$ cat src/rtl/axi4lite_rd_arbiter.sv
`default_nettype none
// +----------------------------------------------------------------------------+
// | Module   : axi4lite_rd_arbiter                                             |
// | Purpose  : Round-robin arbiter that serialises two AXI4-Lite read          |
// |            requesters onto one shared read path, one transaction at a time.|
// | Revision : 1.0 - initial release                                           |
// +----------------------------------------------------------------------------+
// | Ports                                                                      |
// |   clk, rst_n                 clock, asynchronous active-low reset          |
// |   m0_* / m1_*                requester AR (in) and R (out) channels        |
// |   s_araddr_o/s_arvalid_o     shared AR channel (address from register)     |
// |   s_arready_i                shared AR ready                               |
// |   s_rdata_i/s_rresp_i        shared R data and response                    |
// |   s_rvalid_i/s_rready_o      shared R handshake                            |
// +----------------------------------------------------------------------------+
// | Build option                                                               |
// |   AXI4LITE_RD_ARB_TIMEOUT_EN : when defined, a response that does not      |
// |   arrive within TIMEOUT_CYCLES RESP cycles is answered with SLVERR and the |
// |   late beat is drained from the shared path.                               |
// +----------------------------------------------------------------------------+
module axi4lite_rd_arbiter #(
   parameter int ADDR_WIDTH     = 32,
   parameter int DATA_WIDTH     = 64,
   parameter int TIMEOUT_CYCLES = 256
) (
   input  logic                  clk,
   input  logic                  rst_n,
   // requester 0
   input  logic [ADDR_WIDTH-1:0] m0_araddr_i,
   input  logic                  m0_arvalid_i,
   output logic                  m0_arready_o,
   output logic [DATA_WIDTH-1:0] m0_rdata_o,
   output logic [1:0]            m0_rresp_o,
   output logic                  m0_rvalid_o,
   input  logic                  m0_rready_i,
   // requester 1
   input  logic [ADDR_WIDTH-1:0] m1_araddr_i,
   input  logic                  m1_arvalid_i,
   output logic                  m1_arready_o,
   output logic [DATA_WIDTH-1:0] m1_rdata_o,
   output logic [1:0]            m1_rresp_o,
   output logic                  m1_rvalid_o,
   input  logic                  m1_rready_i,
   // shared read path
   output logic [ADDR_WIDTH-1:0] s_araddr_o,
   output logic                  s_arvalid_o,
   input  logic                  s_arready_i,
   input  logic [DATA_WIDTH-1:0] s_rdata_i,
   input  logic [1:0]            s_rresp_i,
   input  logic                  s_rvalid_i,
   output logic                  s_rready_o
);

   // Out-of-range timeout values are rejected at elaboration.
   if ((TIMEOUT_CYCLES < 2) || (TIMEOUT_CYCLES > 65535)) begin : g_bad_timeout
      $error("axi4lite_rd_arbiter: TIMEOUT_CYCLES must be within 2..65535");
   end

   typedef enum logic [2:0] {
      ST_IDLE  = 3'd0,
      ST_ADDR  = 3'd1,
      ST_RESP  = 3'd2,
      ST_ERR   = 3'd3,
      ST_DRAIN = 3'd4
   } state_t;

   localparam logic [1:0] c_resp_slverr = 2'b10;

   state_t                  state_q, state_d;
   logic                    grant_q, grant_d;          // owner of the open transaction
   logic                    last_grant_q, last_grant_d; // owner of the last completed one
   logic [ADDR_WIDTH-1:0]   addr_q, addr_d;

`ifdef AXI4LITE_RD_ARB_TIMEOUT_EN
   localparam logic [15:0] c_tmo_limit = 16'(TIMEOUT_CYCLES);
   logic [15:0]             tmo_cnt_q, tmo_cnt_d;
   logic [15:0]             w_tmo_cnt_inc;
   assign w_tmo_cnt_inc = tmo_cnt_q + 16'd1;
`endif

   logic                    w_any_req;
   logic                    w_pick;       // 1 selects m1
   logic                    w_sel_rready; // rready of the granted requester
   logic                    w_rvalid;
   logic [DATA_WIDTH-1:0]   w_rdata;
   logic [1:0]              w_rresp;

   assign w_any_req    = m0_arvalid_i | m1_arvalid_i;
   // On contention the requester that did not complete last wins; otherwise the
   // only requester present wins.
   assign w_pick       = (m0_arvalid_i && m1_arvalid_i) ? ~last_grant_q : m1_arvalid_i;
   assign w_sel_rready = grant_q ? m1_rready_i : m0_rready_i;

   always_ff @(posedge clk or negedge rst_n) begin
      if (!rst_n) begin
         state_q      <= ST_IDLE;
         grant_q      <= 1'b0;
         last_grant_q <= 1'b1;
         addr_q       <= '0;
`ifdef AXI4LITE_RD_ARB_TIMEOUT_EN
         tmo_cnt_q    <= 16'd0;
`endif
      end else begin
         state_q      <= state_d;
         grant_q      <= grant_d;
         last_grant_q <= last_grant_d;
         addr_q       <= addr_d;
`ifdef AXI4LITE_RD_ARB_TIMEOUT_EN
         tmo_cnt_q    <= tmo_cnt_d;
`endif
      end
   end

   always_comb begin
      state_d      = state_q;
      grant_d      = grant_q;
      last_grant_d = last_grant_q;
      addr_d       = addr_q;
`ifdef AXI4LITE_RD_ARB_TIMEOUT_EN
      tmo_cnt_d    = tmo_cnt_q;
`endif
      m0_arready_o = 1'b0;
      m1_arready_o = 1'b0;
      s_arvalid_o  = 1'b0;
      s_rready_o   = 1'b0;
      w_rvalid     = 1'b0;
      w_rdata      = '0;
      w_rresp      = 2'b00;

      case (state_q)
         ST_IDLE: begin
            if (w_any_req) begin
               // The grant is visible combinationally, so it is masked while the
               // asynchronous reset is held to keep every output low in reset.
               m0_arready_o = rst_n & ~w_pick;
               m1_arready_o = rst_n &  w_pick;
               grant_d      = w_pick;
               addr_d       = w_pick ? m1_araddr_i : m0_araddr_i;
               state_d      = ST_ADDR;
            end
         end

         ST_ADDR: begin
            s_arvalid_o = 1'b1;
            if (s_arready_i) begin
               state_d = ST_RESP;
`ifdef AXI4LITE_RD_ARB_TIMEOUT_EN
               tmo_cnt_d = 16'd0;
`endif
            end
         end

         ST_RESP: begin
            w_rvalid   = s_rvalid_i;
            w_rdata    = s_rdata_i;
            w_rresp    = s_rresp_i;
            s_rready_o = w_sel_rready;
            if (s_rvalid_i && w_sel_rready) begin
               last_grant_d = grant_q;
               state_d      = ST_IDLE;
            end
`ifdef AXI4LITE_RD_ARB_TIMEOUT_EN
            // A beat stalled by the requester is not a timeout: count only
            // cycles in which the shared path has not produced data.
            else if (!s_rvalid_i) begin
               tmo_cnt_d = w_tmo_cnt_inc;
               if (w_tmo_cnt_inc == c_tmo_limit) begin
                  state_d = ST_ERR;
               end
            end
`endif
         end

`ifdef AXI4LITE_RD_ARB_TIMEOUT_EN
         ST_ERR: begin
            w_rvalid = 1'b1;
            w_rresp  = c_resp_slverr;
            if (w_sel_rready) begin
               last_grant_d = grant_q;
               state_d      = ST_DRAIN;
            end
         end

         ST_DRAIN: begin
            // Swallow the late beat so it can never reach the next requester.
            s_rready_o = 1'b1;
            if (s_rvalid_i) begin
               state_d = ST_IDLE;
            end
         end
`endif

         default: begin
            state_d = ST_IDLE;
         end
      endcase
   end

   // Steer the selected response to the granted requester only.
   assign m0_rvalid_o = w_rvalid & ~grant_q;
   assign m1_rvalid_o = w_rvalid &  grant_q;
   assign m0_rdata_o  = grant_q ? '0 : w_rdata;
   assign m1_rdata_o  = grant_q ? w_rdata : '0;
   assign m0_rresp_o  = grant_q ? 2'b00 : w_rresp;
   assign m1_rresp_o  = grant_q ? w_rresp : 2'b00;

   assign s_araddr_o  = addr_q;

endmodule
`default_nettype wire

$ cat config.mk
export PLATFORM = sky130hd
export DESIGN_NAME = axi4lite_rd_arbiter
export DESIGN_NICKNAME = d
export VERILOG_FILES = /design/src/rtl/axi4lite_rd_arbiter.sv
export SDC_FILE = /design/constraint.sdc
export NUM_CORES = 1
export LEC_CHECK = 0
export CAP_MARGIN = 10
export CORE_AREA = 2 2 119 121
export DETAILED_ROUTE_END_ITERATION = 12
export DIE_AREA = 0 0 121 123
export PLACE_DENSITY = 0.66
export SYNTH_ARGS = -nofsm -noshare
export SYNTH_HDL_FRONTEND = slang
export SYNTH_SLANG_ARGS = --single-unit
$ cat constraint.sdc
create_clock -name clk -period 2.6 [get_ports clk]
set_clock_uncertainty 0.15 [all_clocks]
set_input_delay 0.39 -clock clk [delete_from_list [all_inputs] [get_ports clk]]
set_output_delay 0.39 -clock clk [all_outputs]
set_load 0.03 [all_outputs]
# Word-level counts from Yosys, hierarchy flattened
# Index checks and enable logic that the tools add are counted.
[classes]
div = 0
reduce_logical = 6
eq_ne = 5
n_addsub = 0
n_lt_le_gt_ge = 0
muxes = 20
n_bitwise = 8
shifts = 0
n_mul = 0
[op_table]
columns = ["op", "count"]
rows = [
  ["$mux W64", 3],
  ["$mux W32", 1],
  ["$mux W1", 9],
  ["$mux W3", 3],
  ["$pmux W3 S3", 1],
  ["$mux W2", 3],
  ["$ne A2 B2 Y1 const B", 3],
  ["$and A1 B1 Y1", 4],
  ["$reduce_and A2 Y1", 2],
  ["$eq A3 B1 Y1 const B", 1],
  ["$eq A3 B2 Y1 const B", 1],
  ["$logic_not A3 Y1", 1],
  ["$not A1 Y1", 3],
  ["$reduce_and A3 Y1", 1],
  ["$logic_and A1 B1 Y1", 2],
  ["$or A1 B1 Y1", 1],
]
[word_totals]
mem_bits_rw = 0
word_cells = 43
romBits = 0
output_inout_bits = 170
inputBits = 138
latch_bits = 0
mem_count = 0
ff_bits = 37

# Logic depth before layout (Yosys ltp)
# Gate-level depths: netlist of the first run.
[logic_depth]
ltp_word = 6
ltp_mapped = 6
depth_no_buf = 3

# Worst setup path before layout of the first run
# Ideal clock, no wire load.
[synth_path]
path_kind = "reg2out"
from = "reg state_q[0]"
to = "out m0_rdata_o[34]"
path_buffers = 3
setup_slack_ns = 0.638
t_required_ns = 2.060
stages_incl_launch_ff = 7
arrival_time_ns = 1.422
path_cell_list = "dfrtp_1 > nor2b_1 > buf_2 > and2b_1 > buf_2 > clkbuf_2 > and2_1"
[synth_between]
elab_chain_cells = 3
[synth_rtl]
columns = ["item", "line", "rtl"]
rows = [
  ["start: declaration", "69", "state_t state_q, state_d;"],
  ["start signal: assignment", "104", "state_q <= state_d;"],
  ["$eq A3 B2 Y1", "130", "case (state_q)"],
  ["$mux W64", "130", ""],
  ["$mux W64", "202", "assign m0_rdata_o = grant_q ? '0 : w_rdata;"],
  ["end: declaration", "32", "output logic [DATA_WIDTH-1:0] m0_rdata_o,"],
]
# Every way passes these cells.

# Worst setup path after layout of the first run
[layout_path]
from = "in m1_arvalid_i"
to = "out m1_arready_o"
[layout_between]
elab_chain_cells = 5
elab_cells_between_ends = 6
cone_classes = "mux (3); bitwise (2); reduce/logical (1)"
[layout_rtl]
columns = ["item", "line", "rtl"]
rows = [
  ["start: declaration", "38", "input logic m1_arvalid_i,"],
  ["$logic_and A1 B1 Y1", "91", "assign w_pick = (m0_arvalid_i && m1_arvalid_i) ? ~last_grant_q : m1_arvalid_i;"],
  ["$mux W1", "91", ""],
  ["$and A1 B1 Y1", "136", "m1_arready_o = rst_n & w_pick;"],
  ["$mux W1 (*)", "132", "if (w_any_req) begin"],
  ["$mux W1 (*)", "130", ""],
  ["end: declaration", "39", "output logic m1_arready_o,"],
]
# Mark *: on every way between the ends. The rest lies on a longest branch, timed or not.

==> flow_summary.json, run 1 <==
{
  "drc": 0,
  "grt_usage_pct": 15.1,
  "status": "complete, no violations",
  "place_congestion": 0.784,
  "synth_xor_area_share_pct": 0,
  "avgSynthCellArea_um2": 10.5,
  "worstPathMaxFanout": 3,
  "nets": 719,
  "grt_pass1_vias": 3440,
  "hold_violations": 0,
  "powerDensity_nw_per_um2": 896,
  "synth-compound-area-share_pct": 2.39,
  "die-area_um2": 14900,
  "synthSimpleGateAreaFrac_pct": 30.0,
  "post_dp_cell_area_um2": 5950,
  "wirelength_mm": 12.4,
  "synth_cell_type_count": 26,
  "clockRootBuffer": "clkbuf_16",
  "crit_buf_inv": 3,
  "dpl.cell_count": 753,
  "start_kind": "input port",
  "cts.sinks": 36,
  "synth_async_sr_flop_share_pct": 100,
  "path_cells": "clkdlybuf4s50_1 -> a21bo_2 -> nor3_1 -> buf_4 -> and2_1 -> buf_12",
  "synthFlopType": "dfrtp_1",
  "clockBufferDepth": 2,
  "postRouteAntennaNets": 0,
  "vias": 3284,
  "holdWs_ns": 0.355,
  "fill_cells": 1307,
  "grt.overflow.total": 0,
  "path_depth": 6,
  "synth_fa_ha_area_share_pct": 0,
  "rr_endpoint": "s_araddr_o[0]",
  "synthCells": 285,
  "clk_pin_slew_ns": 0.06,
  "yosysWarningCount": 0,
  "hp-class": "flop to flop",
  "insertion_delay_ns": 0.27,
  "io_buffers": 307,
  "pin_count": 308,
  "rows": 43,
  "drv_cap": 0,
  "r2r_start": "last_grant_q",
  "grt_pass1_wl_mm": 18.1,
  "n_antenna_cell": 0,
  "fmax_ghz": 0.438,
  "cts_buffers": 5,
  "initial_core_util_pct": 21.9,
  "synth_nets": 423,
  "cpPeakStageDelay_ns": 0.49,
  "antenna_found_initial": 1,
  "htreeDepth": 2,
  "synth_top_family_by_area": "multiplexers",
  "final_cell_mix": "clkdlybuf4s50_1, buf_4, and2_1, and3_1, mux2_4",
  "synth_mux_area_share_pct": 31.2,
  "route.met2.wl_mm": 6.41,
  "crit_path_top_delay_cell": "clkdlybuf4s50_1",
  "slew_headroom_pct": 64.1,
  "wl_met3_um": 758,
  "die_h_um": 123,
  "crit_family": "buffers and inverters",
  "leakage_nw": 3.12,
  "cp.required_ns": 2.06,
  "reg2reg_depth": 4,
  "cp-startpoint": "m1_arvalid_i",
  "drt_iter0_markers": 139,
  "area_growth_pct": 104,
  "grt_setup_unrepaired": "no",
  "cp-endpoint": "m1_arready_o",
  "critPathKind": "input port to output port",
  "cts_resized": 0,
  "drive_above_1_share_pct": 38.7,
  "dp_hpwl_mm": 9.95,
  "fp.coreArea_um2": 13600,
  "drv_slew": 0,
  "setup_viol": 0,
  "setup_tns_ns": 0,
  "finalCritPeriodShare_pct": 87.8,
  "grt_max_degree": 72,
  "final_common_cell": "clkdlybuf4s50_1",
  "wl_per_cell_um": 16.2,
  "crit_arrival_ns": 1.74,
  "stdcell_count": 762,
  "cp-end-kind": "output port",
  "cts_tree": "done",
  "drt_first_pass_iters": 4,
  "ys_seq_area_share_pct": 30.2,
  "synth_area_um2": 2980,
  "worst_pin_slew_ns": 0.538,
  "wl_met1_mm": 4.91,
  "post_drt_via_cell_ratio": 4.31,
  "period_needed_ns": 2.28,
  "r2r_slack_ns": 0.73,
  "die_width_um": 121,
  "ys_ff_latch": 36,
  "ir_drop_uv": 341,
  "finish.instance_area_um2": 6100,
  "synth_edf_count": 0,
  "top_layer_used": "met5"
}
==> worst register-to-register path, delay by kind of cell (launching register included) <==
kind / cells / cell delay [ns]
compound gates: 1 / 0.17
buf+inv: 1 / 0.25
flops: 1 / 0.55
mux: 2 / 0.65
==> area by class of cell <==
| cell class | instances | area, µm² | area share (%) |
|---|---|---|---|
| timing repair buffer | 319 | 2920 | 47.8 |
| multi-input combinational | 218 | 1910 | 31.2 |
| sequential | 36 | 902 | 14.8 |
| tap | 180 | 225 | 3.69 |
| clock buffer | 5 | 125 | 2.05 |
| clock inverter | 3 | 21.3 | 0.349 |
| inverter | 1 | 3.75 | 0.0615 |
==> where the power goes <==
| group | internal (W) | total [W] | switching [W] |
|---|---|---|---|
| logic | 0.00178 | 0.00385 | 0.00208 |
| registers | 0.000848 | 0.00101 | 0.000162 |
| clock network | 0.000357 | 0.000603 | 0.000247 |
==> Yosys cell counts (2+ instances only) <==
cell | n | share of area, %
mux2_4 | 56 | 28
buf_4 | 2 | 0.50
buf_12 | 2 | 1.3
and3_1 | 68 | 14
mux2_2 | 8 | 3.0
nor2_1 | 2 | 0.25
clkbuf_2 | 3 | 0.50
clkbuf_1 | 17 | 2.1
nor2b_1 | 2 | 0.42
o21a_1 | 2 | 0.50
and2_1 | 69 | 14
buf_2 | 4 | 0.67
dfrtp_1 | 35 | 29
o21ai_0 | 3 | 0.50
==> repair_timing <==
| action | 4_1_cts | 5_1_grt |
|---|---|---|
| hold buffers | 1 | 0 |
| setup buffers | 0 | 0 |
| endpoints found under the hold margin | 7 | 0 |
==> stage by stage <==
step	setup WS (ns)	util, %	power (W)
floorplan	0.638	-	0.00336
global placement	0.250	43.7	0.00486
detailed placement	0.293	43.7	0.00489
CTS	0.288	44.8	0.00552
global route	0.187	44.8	0.00574
finish	0.317	44.8	0.00547
==> sequential cells by signal (all words and copies together), names as in the netlist <==
| register | flops |
|---|---|
| last_grant_q | 1 |
| state_q | 2 |
| s_araddr_o | 32 |
| grant_q | 1 |
==> how the worst min path moves through the flow <==
stage	slack (ns)	end	depth (start not counted)	startpoint
floorplan	-0.06	grant_q	0	rst_n
global placement	0.1	s_araddr_o[28]	1	rst_n
detailed placement	0.10	s_araddr_o[27]	1	rst_n
CTS	0.36	s_araddr_o[28]	1	s_araddr_o[28]
global route	0.38	s_araddr_o[18]	1	s_araddr_o[18]
finish	0.36	s_araddr_o[28]	1	s_araddr_o[28]
==> layer usage <==
layer	track usage (%)	vias to the layer above
met5	0	-
met2	27.4	136
met4	3.49	2
met3	3.55	20
li1	-	1571
met1	18.0	1555
==> kinds of logic (layout without fill, tap and decap cells) <==
| kind of cell | after synthesis | count (layout) |
|---|---|---|
| and+or+nand+nor | 144 | 144 |
| muxes | 64 | 64 |
| DFF | 36 | 36 |
| buffers and inverters | 31 | 328 |
| AOI/OAI and AO/OA | 10 | 10 |
No activity file was read; power rests on OpenSTA's default activity.
==> inputs of run 2 (changes only) <==
--- a/config.mk
+++ b/config.mk
@@ -6,10 +6,12 @@
 export NUM_CORES = 1
 export LEC_CHECK = 0
 export CAP_MARGIN = 10
-export CORE_AREA = 2 2 119 121
+export CORE_AREA = 2 2 118 120
 export DETAILED_ROUTE_END_ITERATION = 12
-export DIE_AREA = 0 0 121 123
-export PLACE_DENSITY = 0.66
+export DIE_AREA = 0 0 120 122
+export DONT_BUFFER_PORTS = 1
+export GPL_TIMING_DRIVEN = 0
+export PLACE_DENSITY = 0.37
 export SYNTH_ARGS = -nofsm -noshare
 export SYNTH_HDL_FRONTEND = slang
 export SYNTH_SLANG_ARGS = --single-unit
==> run 2 against run 1 <==
  * Utilization is 19 points lower
  * Cell count is 38% lower
  * Global-route usage is 2.3 points lower
  * Setup slack worse by 0.18 ns
  * Sequential share of layout area is 11 points higher
  * Die area is 1.6% lower
  * Non-clock buffer count is 287 lower
  * Critical path type is now flop to output port
  * Largest cell class is now multi-input gates
==> flow_summary.json, run 2 (synthesis results as in run 1) <==
{
  "crit_path_top_delay_cell": "dfrtp_1",
  "fmax_ghz": 0.407,
  "grt_max_degree": 37,
  "clk_pin_slew_ns": 0.05,
  "crit_buf_inv": 2,
  "antenna_found_initial": 1,
  "cts_tree": "done",
  "cp.required_ns": 2.06,
  "nets": 432,
  "grt_pass1_vias": 2195,
  "powerDensity_nw_per_um2": 1260,
  "grt_usage_pct": 12.8,
  "insertion_delay_ns": 0.27,
  "die-area_um2": 14600,
  "die_width_um": 120,
  "htreeDepth": 2,
  "hp-class": "input port to flop",
  "hold_violations": 0,
  "place_congestion": 0.790,
  "n_antenna_cell": 0,
  "io_buffers": 0,
  "vias": 2301,
  "drv_slew": 0,
  "slew_headroom_pct": 68.5,
  "ir_drop_uv": 342,
  "finalCritPeriodShare_pct": 94.6,
  "area_growth_pct": 15.6,
  "leakage_nw": 1.77,
  "final_cell_mix": "and3_1, mux2_4, and2_1, dfrtp_1, and2_2",
  "dp_hpwl_mm": 8.45,
  "die_h_um": 122,
  "grt_pass1_wl_mm": 14.0,
  "fill_cells": 1425,
  "fp.coreArea_um2": 13500,
  "wl_per_cell_um": 22.3,
  "final_core_util_pct": 25.6,
  "initial_core_util_pct": 22.1,
  "cpPeakStageDelay_ns": 0.40,
  "largest_register_ffs": 32,
  "setup_viol": 0,
  "cts_buffers": 5,
  "path_cells": "nor2b_1 -> clkbuf_4 -> and2b_1 -> clkbuf_1 -> and2_1",
  "final_common_cell": "and3_1",
  "crit_arrival_ns": 1.92,
  "drt_first_pass_iters": 4,
  "clockBufferDepth": 2,
  "drive_above_1_share_pct": 39.7,
  "postRouteAntennaNets": 0,
  "rows": 43,
  "period_needed_ns": 2.46,
  "post_drt_via_cell_ratio": 4.84,
  "status": "complete, no violations",
  "drc": 0,
  "worst_pin_slew_ns": 0.472,
  "start_kind": "flop",
  "pin_count": 308,
  "cts.sinks": 36,
  "crit_family": "simple AND/OR/NAND/NOR gates",
  "wirelength_mm": 10.6,
  "clockRootBuffer": "clkbuf_16",
  "critPathKind": "flop to output port",
  "drt_iter0_markers": 121,
  "holdWs_ns": 0.0411,
  "worstPathMaxFanout": 10,
  "grt.overflow.total": 0,
  "drv_cap": 0,
  "cp-end-kind": "output port"
}
[run 2: cell types whose count changed in the layout (fill, tap and decap cells not counted), sizes merged]
cell and change:
clkbuf +24, inv -1, buf -140, clkdlybuf4s50 -169
clkinv -1
[run 2: final timing paths]
kind                              startpoint              to  slack, ns  cells after the start
worst max-delay path              state_q[0]  m0_rdata_o[17]       0.14                      5
worst min-delay path              s_rvalid_i    last_grant_q       0.04                      1
worst max register to register  last_grant_q  s_araddr_o[27]       0.77                      5
worst min register to register  last_grant_q    last_grant_q       0.38                      2
max in group asynchronous              rst_n    last_grant_q       1.62                      2
min in group asynchronous              rst_n  s_araddr_o[31]       0.42                      2
[run 2: routing by layer]
layer | wire length (µm) | part of all wire (%) | global-route usage (%)
met1 | 4290 | 41 | 16.5
met2 | 5050 | 48 | 20.5
met3 | 1010 | 9.6 | 4.03
met4 | 203 | 1.9 | 4.26
met5 | 13 | 0.12 | 0
[run 2: what timing repair did]
item / in CTS / in global routing
resized for setup: 17 / 31
pin swaps: 0 / 0
hold buffers: 2 / 0
endpoints found under the setup margin: 21 / 53
setup buffers: 0 / 0
endpoints found under the hold margin: 36 / 0
[run 2: metrics by stage]
step           instance area [µm²]  power, W  cells  setup slack [ns]  setup TNS [ns]
3_3_place_gp                  3210   0.00373    465             0.231               0
3_5_place_dp                  3210   0.00373    465             0.262               0
5_1_grt                       3450   0.00460    475          -0.00315        -0.00662
4_1_cts                       3410   0.00439    475         0.0000193               0
2_1_floorplan                 2980   0.00336    285             0.638               0
6_report                      3450   0.00436    475             0.141               0
[run 2: final cells by class]
class	count	area [µm²]	share of cell area [%]
Inverter	1	3.75	0.109
Clock buffer	7	143	4.13
Clock inverter	1	7.51	0.218
Buffer	30	191	5.55
Tap cell	180	225	6.53
Timing Repair Buffer	2	30.0	0.870
Sequential cell	36	902	26.1
Multi-Input combinational cell	218	1950	56.5
[run 2: worst reg2reg max path, delay by kind of cell (launching register included)]
family          cells  cell delay [ns]
mux                 2             0.58
flops               1             0.55
buf+inv             2             0.33
compound gates      1             0.12
[run 2: where the power goes]
| group | internal (W) | switching [W] |
|---|---|---|
| logic | 0.000848 | 0.00132 |
| clock network | 0.000381 | 0.000220 |
| registers | 0.000841 | 0.000754 |
==> inputs of run 3 (changes only) <==
--- a/config.mk
+++ b/config.mk
@@ -11,7 +11,7 @@
 export DIE_AREA = 0 0 120 122
 export DONT_BUFFER_PORTS = 1
 export GPL_TIMING_DRIVEN = 0
-export PLACE_DENSITY = 0.37
+export PLACE_DENSITY = 0.39
 export SYNTH_ARGS = -nofsm -noshare
 export SYNTH_HDL_FRONTEND = slang
 export SYNTH_SLANG_ARGS = --single-unit
==> constraint.sdc (replaced) <==
create_clock -name clk -period 2 [get_ports clk]
set_clock_uncertainty 0.15 [all_clocks]
set_input_delay 0.3 -clock clk [delete_from_list [all_inputs] [get_ports clk]]
set_output_delay 0.3 -clock clk [all_outputs]
set_load 0.03 [all_outputs]
==> run 3 against run 2 <==
  * The flow now finishes with violations (negative setup slack)
  * Sequential share of layout area fell by 4.3 points
  * Setup slack got worse by 0.27 ns
  * Sequential cell count stayed put
  * Sequential power is 31% higher
  * Combinational power grew 69%
  * Die area did not move
  * Non-clock buffer count up 22
  * Register-to-register slack got worse by 0.70 ns
  * First-iteration DRC count is 21% lower
  * Via count is 5.4% higher
  * Critical path depth grew 1
  * Largest cell class unchanged
==> flow_summary.json, run 3 (synthesis results as in run 1) <==
{
  "status": "complete, but fails checks",
  "violations": "negative setup slack",
  "wirelength_mm": 11.1,
  "area_growth_pct": 38.6,
  "dp_hpwl_mm": 8.19,
  "hp-class": "input port to flop",
  "drive_above_1_share_pct": 82.3,
  "total_power_w": 0.00649,
  "pin_count": 308,
  "grt_usage_pct": 13.5,
  "post_drt_via_cell_ratio": 4.88,
  "worstPathMaxFanout": 6,
  "cts_tree": "done",
  "cts_buffers": 5,
  "vias": 2426,
  "nets": 454,
  "fmax_ghz": 0.471,
  "final_core_util_pct": 30.6,
  "drt_iter0_markers": 96,
  "dpl.cell_count": 465,
  "htreeDepth": 2,
  "drt_first_pass_iters": 4,
  "period_needed_ns": 2.12,
  "grt_pass1_wl_mm": 15.0,
  "die_width_um": 120,
  "place_congestion": 0.766,
  "final_common_cell": "and2_4",
  "die-area_um2": 14600,
  "slew_headroom_pct": 72.8,
  "wl_per_cell_um": 22.3,
  "drc": 0,
  "antenna_found_initial": 0,
  "grt.overflow.total": 0,
  "stdcell_count": 497,
  "crit_arrival_ns": 1.67,
  "start_kind": "flop",
  "postRouteAntennaNets": 0,
  "drv_slew": 0,
  "fp.coreArea_um2": 13500,
  "ir_drop_uv": 476,
  "insertion_delay_ns": 0.28,
  "die_h_um": 122,
  "grt_setup_unrepaired": "yes",
  "rows": 43,
  "final_cell_mix": "and2_4, mux2_4, and3_4, dfrtp_1, and3_2",
  "finalCritPeriodShare_pct": 106,
  "powerDensity_nw_per_um2": 1570,
  "cp.required_ns": 1.55,
  "clk_pin_slew_ns": 0.06,
  "cp-end-kind": "output port",
  "hold_violations": 0,
  "cts.sinks": 36,
  "grt_pass1_vias": 2421,
  "io_buffers": 0,
  "worst_slack_ns": -0.125,
  "clockRootBuffer": "clkbuf_16",
  "worst_pin_slew_ns": 0.407,
  "initial_core_util_pct": 22.1,
  "drv_cap": 0,
  "setup_viol": 87,
  "leakage_nw": 1.94,
  "grt_max_degree": 37,
  "n_antenna_cell": 0,
  "largest_register_ffs": 32,
  "clockBufferDepth": 2,
  "critPathKind": "flop to output port"
}
## run 3: where the power goes
| group | switching [W] | internal, W |
|---|---|---|
| logic | 0.00190 | 0.00174 |
| registers | 0.000994 | 0.00109 |
| clock network | 0.000308 | 0.000459 |
| total | 0.00320 | 0.00329 |
## run 3: area by class of cell
cell class / instances / area (µm²)
fillers: 1380 / 9370
multi-input cells: 218 / 2320
flip-flops and latches: 36 / 903
plain buffers: 28 / 272
repair buffers: 26 / 267
well taps: 180 / 225
clock buffers: 5 / 125
clock inverters: 3 / 18.8
inverters: 1 / 3.75
## run 3: final timing paths
kind                                  endpoint  slack (ns)          from  cells after the start
worst max register to register   s_araddr_o[2]        0.07  last_grant_q                      5
worst min register to register    last_grant_q        0.38  last_grant_q                      2
worst max-delay path            m0_rdata_o[52]       -0.12    state_q[1]                      6
min in group asynchronous       s_araddr_o[15]        0.32         rst_n                      2
max in group asynchronous         last_grant_q        1.13         rst_n                      2
worst min-delay path              last_grant_q        0.03    s_rvalid_i                      2
## run 3: timing repair
action                                  in CTS  in global routing
setup buffers                                6                 12
hold buffers                                 4                  0
endpoints found under the setup margin     137                135
endpoints found under the hold margin       39                  0
gates resized for setup                    285                 19
pin swaps                                   40                 22
cloned                                       4                  2
## run 3: per-layer routing
| layer | part of all wire, % | track usage (%) | up-vias |
|---|---|---|---|
| met5 | 0 | 0 | - |
| met4 | 2.1 | 4.78 | 0 |
| met3 | 11 | 4.49 | 12 |
| met2 | 49 | 21.8 | 189 |
| met1 | 38 | 16.9 | 1183 |
| li1 | - | - | 1042 |
## run 3: worst max-delay path, stage by stage, from the launching register on
cell       delay [ns]
dfrtp_1          0.38
nor2b_4          0.17
buf_6            0.14
and2b_2          0.21
buf_8            0.15
clkbuf_16        0.15
and2_4           0.19
## run 3: per-stage QoR
stage / area [µm²] / hold WS [ns] / setup slack (ns) / setup TNS [ns]
final: 4140 / 0.0349 / -0.125 / -8.18
after global routing: 4140 / 0.0697 / -0.182 / -13.44
after CTS: 3990 / 0.0269 / -0.185 / -11.36
after detailed placement: 3210 / -0.145 / -0.296 / -12.31
after global placement: 3210 / -0.145 / -0.305 / -11.66
after floorplan: 2980 / -0.146 / 0.128 / 0
